===== src/rtl/uart_transmitter.sv =====
// uart_transmitter: 8-bit asynchronous serial transmitter with selectable baud rate.
//
// Frame: start (0), Tx_DATA[0]..Tx_DATA[7] LSB first, optional even parity, stop (1).
// Each bit lasts 16 ticks of an internal tick generator whose period is
// DIV = round(CLK_FREQ / (16 * baud)) clocks.
//
// Configuration macro:
//   UART_TX_PARITY_EN  defined   -> 11-bit frame with even parity bit (XOR of data)
//                      undefined -> 10-bit frame, no parity bit
//
// Ports:
//   clk          system clock, rising edge
//   reset        asynchronous active-low reset
//   Tx_DATA      byte to send, sampled only on an accepted write
//   baud_select  000=300 001=1200 010=4800 011=9600 100=19200 101=38400
//                110=57600 111=115200, latched on an accepted write
//   Tx_EN        writes accepted only while high (does not abort a running frame)
//   Tx_WR        single-cycle write strobe, honoured only in idle
//   TxD          registered serial output, idle high
//   Tx_BUSY      high from the cycle after an accepted write until the stop bit ends

module uart_transmitter #(
  parameter int unsigned CLK_FREQ = 50_000_000
) (
  input  logic       clk,
  input  logic       reset,
  input  logic [7:0] Tx_DATA,
  input  logic [2:0] baud_select,
  input  logic       Tx_EN,
  input  logic       Tx_WR,
  output logic       TxD,
  output logic       Tx_BUSY
);

  // Rounded divisor; never below 1 so the tick generator always advances.
  function automatic int unsigned calc_div(input int unsigned baud);
    int unsigned div;
    div = (CLK_FREQ + 8 * baud) / (16 * baud);
    return (div == 0) ? 1 : div;
  endfunction

  localparam int unsigned Div300    = calc_div(300);
  localparam int unsigned Div1200   = calc_div(1200);
  localparam int unsigned Div4800   = calc_div(4800);
  localparam int unsigned Div9600   = calc_div(9600);
  localparam int unsigned Div19200  = calc_div(19200);
  localparam int unsigned Div38400  = calc_div(38400);
  localparam int unsigned Div57600  = calc_div(57600);
  localparam int unsigned Div115200 = calc_div(115200);

  // The slowest rate has the largest divisor and sets the counter width.
  localparam int unsigned DivW = $clog2(Div300 + 1);

`ifdef UART_TX_PARITY_EN
  typedef enum logic [2:0] {
    StIdle   = 3'd0,
    StStart  = 3'd1,
    StData   = 3'd2,
    StParity = 3'd3,
    StStop   = 3'd4
  } state_e;
`else
  typedef enum logic [2:0] {
    StIdle  = 3'd0,
    StStart = 3'd1,
    StData  = 3'd2,
    StStop  = 3'd4
  } state_e;
`endif

  state_e            state_q, state_d;
  logic [7:0]        shift_q, shift_d;
  logic [2:0]        bit_idx_q, bit_idx_d;
  logic [3:0]        tick_cnt_q, tick_cnt_d;
  logic [DivW-1:0]   div_cnt_q, div_cnt_d;
  logic [DivW-1:0]   div_q, div_d;
  logic              txd_q, txd_d;
  logic              busy_q, busy_d;
`ifdef UART_TX_PARITY_EN
  logic              parity_q, parity_d;
`endif

  logic [DivW-1:0]   div_sel;
  logic              tick;
  logic              bit_end;
  logic              accept;

  // Divisor for the currently presented baud_select; only captured on accept.
  always_comb begin
    unique case (baud_select)
      3'd0: div_sel = DivW'(Div300);
      3'd1: div_sel = DivW'(Div1200);
      3'd2: div_sel = DivW'(Div4800);
      3'd3: div_sel = DivW'(Div9600);
      3'd4: div_sel = DivW'(Div19200);
      3'd5: div_sel = DivW'(Div38400);
      3'd6: div_sel = DivW'(Div57600);
      3'd7: div_sel = DivW'(Div115200);
    endcase
  end

  assign tick    = (div_cnt_q == (div_q - DivW'(1)));
  assign bit_end = tick && (tick_cnt_q == 4'd15);
  assign accept  = (state_q == StIdle) && Tx_WR && Tx_EN;

  always_comb begin
    state_d    = state_q;
    shift_d    = shift_q;
    bit_idx_d  = bit_idx_q;
    tick_cnt_d = tick_cnt_q;
    div_cnt_d  = div_cnt_q;
    div_d      = div_q;
    txd_d      = txd_q;
    busy_d     = busy_q;
`ifdef UART_TX_PARITY_EN
    parity_d   = parity_q;
`endif

    // Tick generator and per-bit tick counter run whenever a frame is active;
    // the 4-bit tick counter wraps to zero naturally at the end of each bit.
    if (state_q != StIdle) begin
      if (tick) begin
        div_cnt_d  = '0;
        tick_cnt_d = tick_cnt_q + 4'd1;
      end else begin
        div_cnt_d  = div_cnt_q + DivW'(1);
      end
    end

    unique case (state_q)
      StIdle: begin
        txd_d      = 1'b1;
        busy_d     = 1'b0;
        div_cnt_d  = '0;
        tick_cnt_d = '0;
        if (accept) begin
          state_d   = StStart;
          shift_d   = Tx_DATA;
          div_d     = div_sel;
          bit_idx_d = '0;
          txd_d     = 1'b0;
          busy_d    = 1'b1;
`ifdef UART_TX_PARITY_EN
          parity_d  = ^Tx_DATA;
`endif
        end
      end

      StStart: begin
        if (bit_end) begin
          state_d   = StData;
          bit_idx_d = '0;
          txd_d     = shift_q[0];
        end
      end

      StData: begin
        if (bit_end) begin
          shift_d = shift_q >> 1;
          if (bit_idx_q == 3'd7) begin
`ifdef UART_TX_PARITY_EN
            state_d = StParity;
            txd_d   = parity_q;
`else
            state_d = StStop;
            txd_d   = 1'b1;
`endif
          end else begin
            bit_idx_d = bit_idx_q + 3'd1;
            txd_d     = shift_q[1];
          end
        end
      end

`ifdef UART_TX_PARITY_EN
      StParity: begin
        if (bit_end) begin
          state_d = StStop;
          txd_d   = 1'b1;
        end
      end
`endif

      StStop: begin
        // A write arriving on this last edge is dropped: state is not yet idle.
        if (bit_end) begin
          state_d = StIdle;
          txd_d   = 1'b1;
          busy_d  = 1'b0;
        end
      end

      default: begin
        state_d = StIdle;
        txd_d   = 1'b1;
        busy_d  = 1'b0;
      end
    endcase
  end

  always_ff @(posedge clk or negedge reset) begin
    if (!reset) begin
      state_q    <= StIdle;
      shift_q    <= '0;
      bit_idx_q  <= '0;
      tick_cnt_q <= '0;
      div_cnt_q  <= '0;
      div_q      <= '0;
      txd_q      <= 1'b1;
      busy_q     <= 1'b0;
`ifdef UART_TX_PARITY_EN
      parity_q   <= 1'b0;
`endif
    end else begin
      state_q    <= state_d;
      shift_q    <= shift_d;
      bit_idx_q  <= bit_idx_d;
      tick_cnt_q <= tick_cnt_d;
      div_cnt_q  <= div_cnt_d;
      div_q      <= div_d;
      txd_q      <= txd_d;
      busy_q     <= busy_d;
`ifdef UART_TX_PARITY_EN
      parity_q   <= parity_d;
`endif
    end
  end

  assign TxD     = txd_q;
  assign Tx_BUSY = busy_q;

endmodule


===== config.mk =====
export PLATFORM = sky130hd
export DESIGN_NAME = uart_transmitter
export DESIGN_NICKNAME = d
export VERILOG_FILES = /design/src/rtl/uart_transmitter.sv
export SDC_FILE = /design/constraint.sdc
export NUM_CORES = 1
export LEC_CHECK = 0
export CELL_PAD_IN_SITES_DETAIL_PLACEMENT = 0
export CELL_PAD_IN_SITES_GLOBAL_PLACEMENT = 1
export CORE_UTILIZATION = 49
export DETAILED_ROUTE_END_ITERATION = 6
export PLACE_DENSITY_LB_ADDON = 0.2
export SYNTH_ARGS = -nofsm -noshare
export SYNTH_HDL_FRONTEND = slang
export SYNTH_SLANG_ARGS = --single-unit

===== constraint.sdc =====
create_clock -name clk -period 7.5 [get_ports clk]
set_input_delay 0.75 -clock clk [delete_from_list [all_inputs] [get_ports clk]]
set_output_delay 0.75 -clock clk [all_outputs]
set_load 0.02 [all_outputs]

==> impl_metrics.yaml <==
layout:
  finalNonFillerCells: 403
  antenna_cells: 0
  layout-drive-gt1-share_pct: 7.25
  layout.nets: 357
  area_growth_pct: 10.5
pwr:
  p_total_uw: 578
  p_leak_nw: 1.32
  p_per_area_nw_per_um2: 183
  peakVddDrop_v: 0.000102
route:
  routed_wl_um: 5920
  first_iter_violations: 130
  dr.pass1.iters: 4
  ant_nets: 0
  drc_errors: 0
  via_count: 2274
  vias_per_cell: 5.64
  wl_per_cell_um: 14.7
clock_network:
  clkSinkCount: 46
  cts_max_path_buffers: 2
  post_cts_resized: 0
  cts_inserted_buffers: 5
  clk_pin_slew_ns: 0.09
  htree_levels: 2
  post_cts_buffers: 0
  ctsRootBufferMaster: "clkbuf_8"
  worstSkewPairLatency_ns: 0.30
  hold_buffers: 0
  cts_tree: "built"
setup_path:
  cpLargestDelayFamily: "simple AND/OR/NAND/NOR gates"
  critPathKind: "reg2reg"
  crit_path_end_kind: "flop"
  worstPathArrival_ns: 3.61
  crit_fanout: 9
  cpPeakStageDelay_ns: 0.68
  cp.required_ns: 7.69
  path_buf_inv: 0
  start_kind: "flop"
  cp_slowest_cell: "or4_1"
  path_cells: "or4_1 > or4_4 > a2111oi_4 > o2111ai_1 > nor4_4 > o21ai_0 > mux2_2"
logic_synthesis:
  synth-seq-area-share_pct: 40.4
  netlist_top_cells_area: "dfrtp_1 (40%), xnor2_1 (5.5%), nor2_1 (5.4%), ha_1 (5.3%), nand2_1 (3.3%)"
  ys_warn_count: 0
  yosysTopAreaCellShare_pct: 39.5
  synth_edf_count: 0
  synth_area_per_cell_um2: 8.96
  syn-instance-count: 318
  async_reset_ff_share_pct: 100
  synth_common_cells: "dfrtp_1 (45), nor2_1 (41), nand2_1 (25)"
  syn_area_um2: 2850
  yosysTopAreaCell: "dfrtp_1"
  synthMostInstantiatedCell: "dfrtp_1"
  synth_nets: 345
  ys_types: 50
  ys_ff_latch: 46
  yosys_most_used_dff: "dfrtp_1"
global_route:
  grt_max_degree: 47
  grtUsageTotal_pct: 22.0
  gr-total-overflow: 0
  grt_antenna_before_repair: 0
  grt_pass1_wl_um: 10600
  grt_pass1_vias: 2208
outcome:
  status: "completed"
timing:
  worstMarginPinSlew_ns: 1.03
  relSlewSlack_pct: 31.4
  max_freq_ghz: 0.293
  rsz0062_at_grt: "no"
  maxSlewViolCount: 0
  layout_min_cycle_time_ns: 3.42
  setup_viol: 0
  fin_setup_tns_ns: 0
  finalHoldViolations: 0
  timing.hold.ws_ns: 0.510
  skew_ns: 0.00790
  layout_setup_ws_ns: 4.08
  min_period_over_period_pct: 45.6
place:
  port_buffers: 16
  place_congestion: 0.823
  hpwl_um: 4410
  dp.cells: 395
  pre_cts_ws_ns: 4.10
die:
  ioPinCount: 17
  die_w_um: 78.3
  die_y_um: 78.3
  rows: 27
  die_area_um2: 6130
  initial_core_util_pct: 51.4
  core_area_um2: 5540
worst_hold_path:
  hp-class: "reg2reg"
job:
  drv_cap: 0
## flip-flops by register name (all words and copies together), names as in the netlist
| name | cells |
|---|---|
| div_cnt_q | 14 |
| div_q | 12 |
| shift_q | 8 |
| tick_cnt_q | 4 |
| bit_idx_q | 3 |
| state_q | 3 |
| TxD | 1 |
| Tx_BUSY | 1 |
## cell type report
| cell class | count | area [um2] |
|---|---|---|
| well taps | 72 | 90.1 |
| flip-flops and latches | 46 | 1150 |
| clock buffers | 6 | 82.6 |
| clock inverters | 2 | 12.5 |
| fillers | 532 | 2390 |
| repair buffers | 17 | 163 |
| inverters | 14 | 52.6 |
| multi-input cells | 246 | 1600 |
## stage by stage
| stage | instance area [um2] | util (%) |
|---|---|---|
| final | 3150 | 56.8 |
| after global placement | 3050 | 55.1 |
| after detailed placement | 3050 | 55.1 |
| after CTS | 3150 | 56.8 |
| after floorplan | 2850 | - |
| after global routing | 3150 | 56.8 |
## worst reg2reg max path, stage by stage (launching register included)
cell and delay, ns:
dfrtp_1 0.46, or4_1 0.68, or4_4 0.54, a2111oi_4 0.38, o2111ai_1 0.37, nor4_4 0.37
o21ai_0 0.21, mux2_2 0.31
## kinds of logic (layout without fill, tap and decap cells)
logic type      Yosys count  count (layout)  synth area share [%]
flops                    46              46                  40.4
compound gates           58              58                  13.7
simple gates            147             147                  28.0
xor+xnor                 26              26                  7.99
fa+ha+maj                12              12                  5.27
buf+inv                  26              39                  3.56
mux                       3               3                  1.10
## placed cells by master (no fill, tap or decap), types with 9 or more instances in the layout
cell              n
clkdlybuf4s50_1  15
ha_1             12
nor2_1           41
nor4_1           11
o21ai_0          18
xnor2_1          18
nand2_1          25
a21oi_1          13
nor3_1           16
dfrtp_1          45
inv_1            14
or3_1             9
nand3_1          10
## power breakdown
group	internal, mW	switching, mW	total [mW]
registers	0.269	0.0329	0.302
logic	0.0553	0.0603	0.116
clock network	0.0742	0.0864	0.161
total	0.398	0.180	0.578
## per-layer routing
metal / GRT usage [%] / routed length (um)
met4: 5.00 / 46
met2: 34.5 / 2650
met5: 0 / 0
met1: 31.7 / 3070
met3: 3.49 / 149
## final timing paths
check,startpoint,to,slack [ns],cells past startpoint
min,TxD$_DFFE_PN1P_,TxD$_DFFE_PN1P_,0.51,2
min in group asynchronous,reset,div_cnt_q[7]$_DFF_PN0_,0.62,1
max reg2reg,div_q[2]$_DFFE_PN0P_,bit_idx_q[0]$_DFFE_PN0P_,4.08,7
max in group asynchronous,reset,div_q[4]$_DFFE_PN0P_,6.24,1
min reg2reg,TxD$_DFFE_PN1P_,TxD$_DFFE_PN1P_,0.51,2
max,div_q[2]$_DFFE_PN0P_,bit_idx_q[0]$_DFFE_PN0P_,4.08,7
Note: power is estimated with default switching activity, not from simulation.
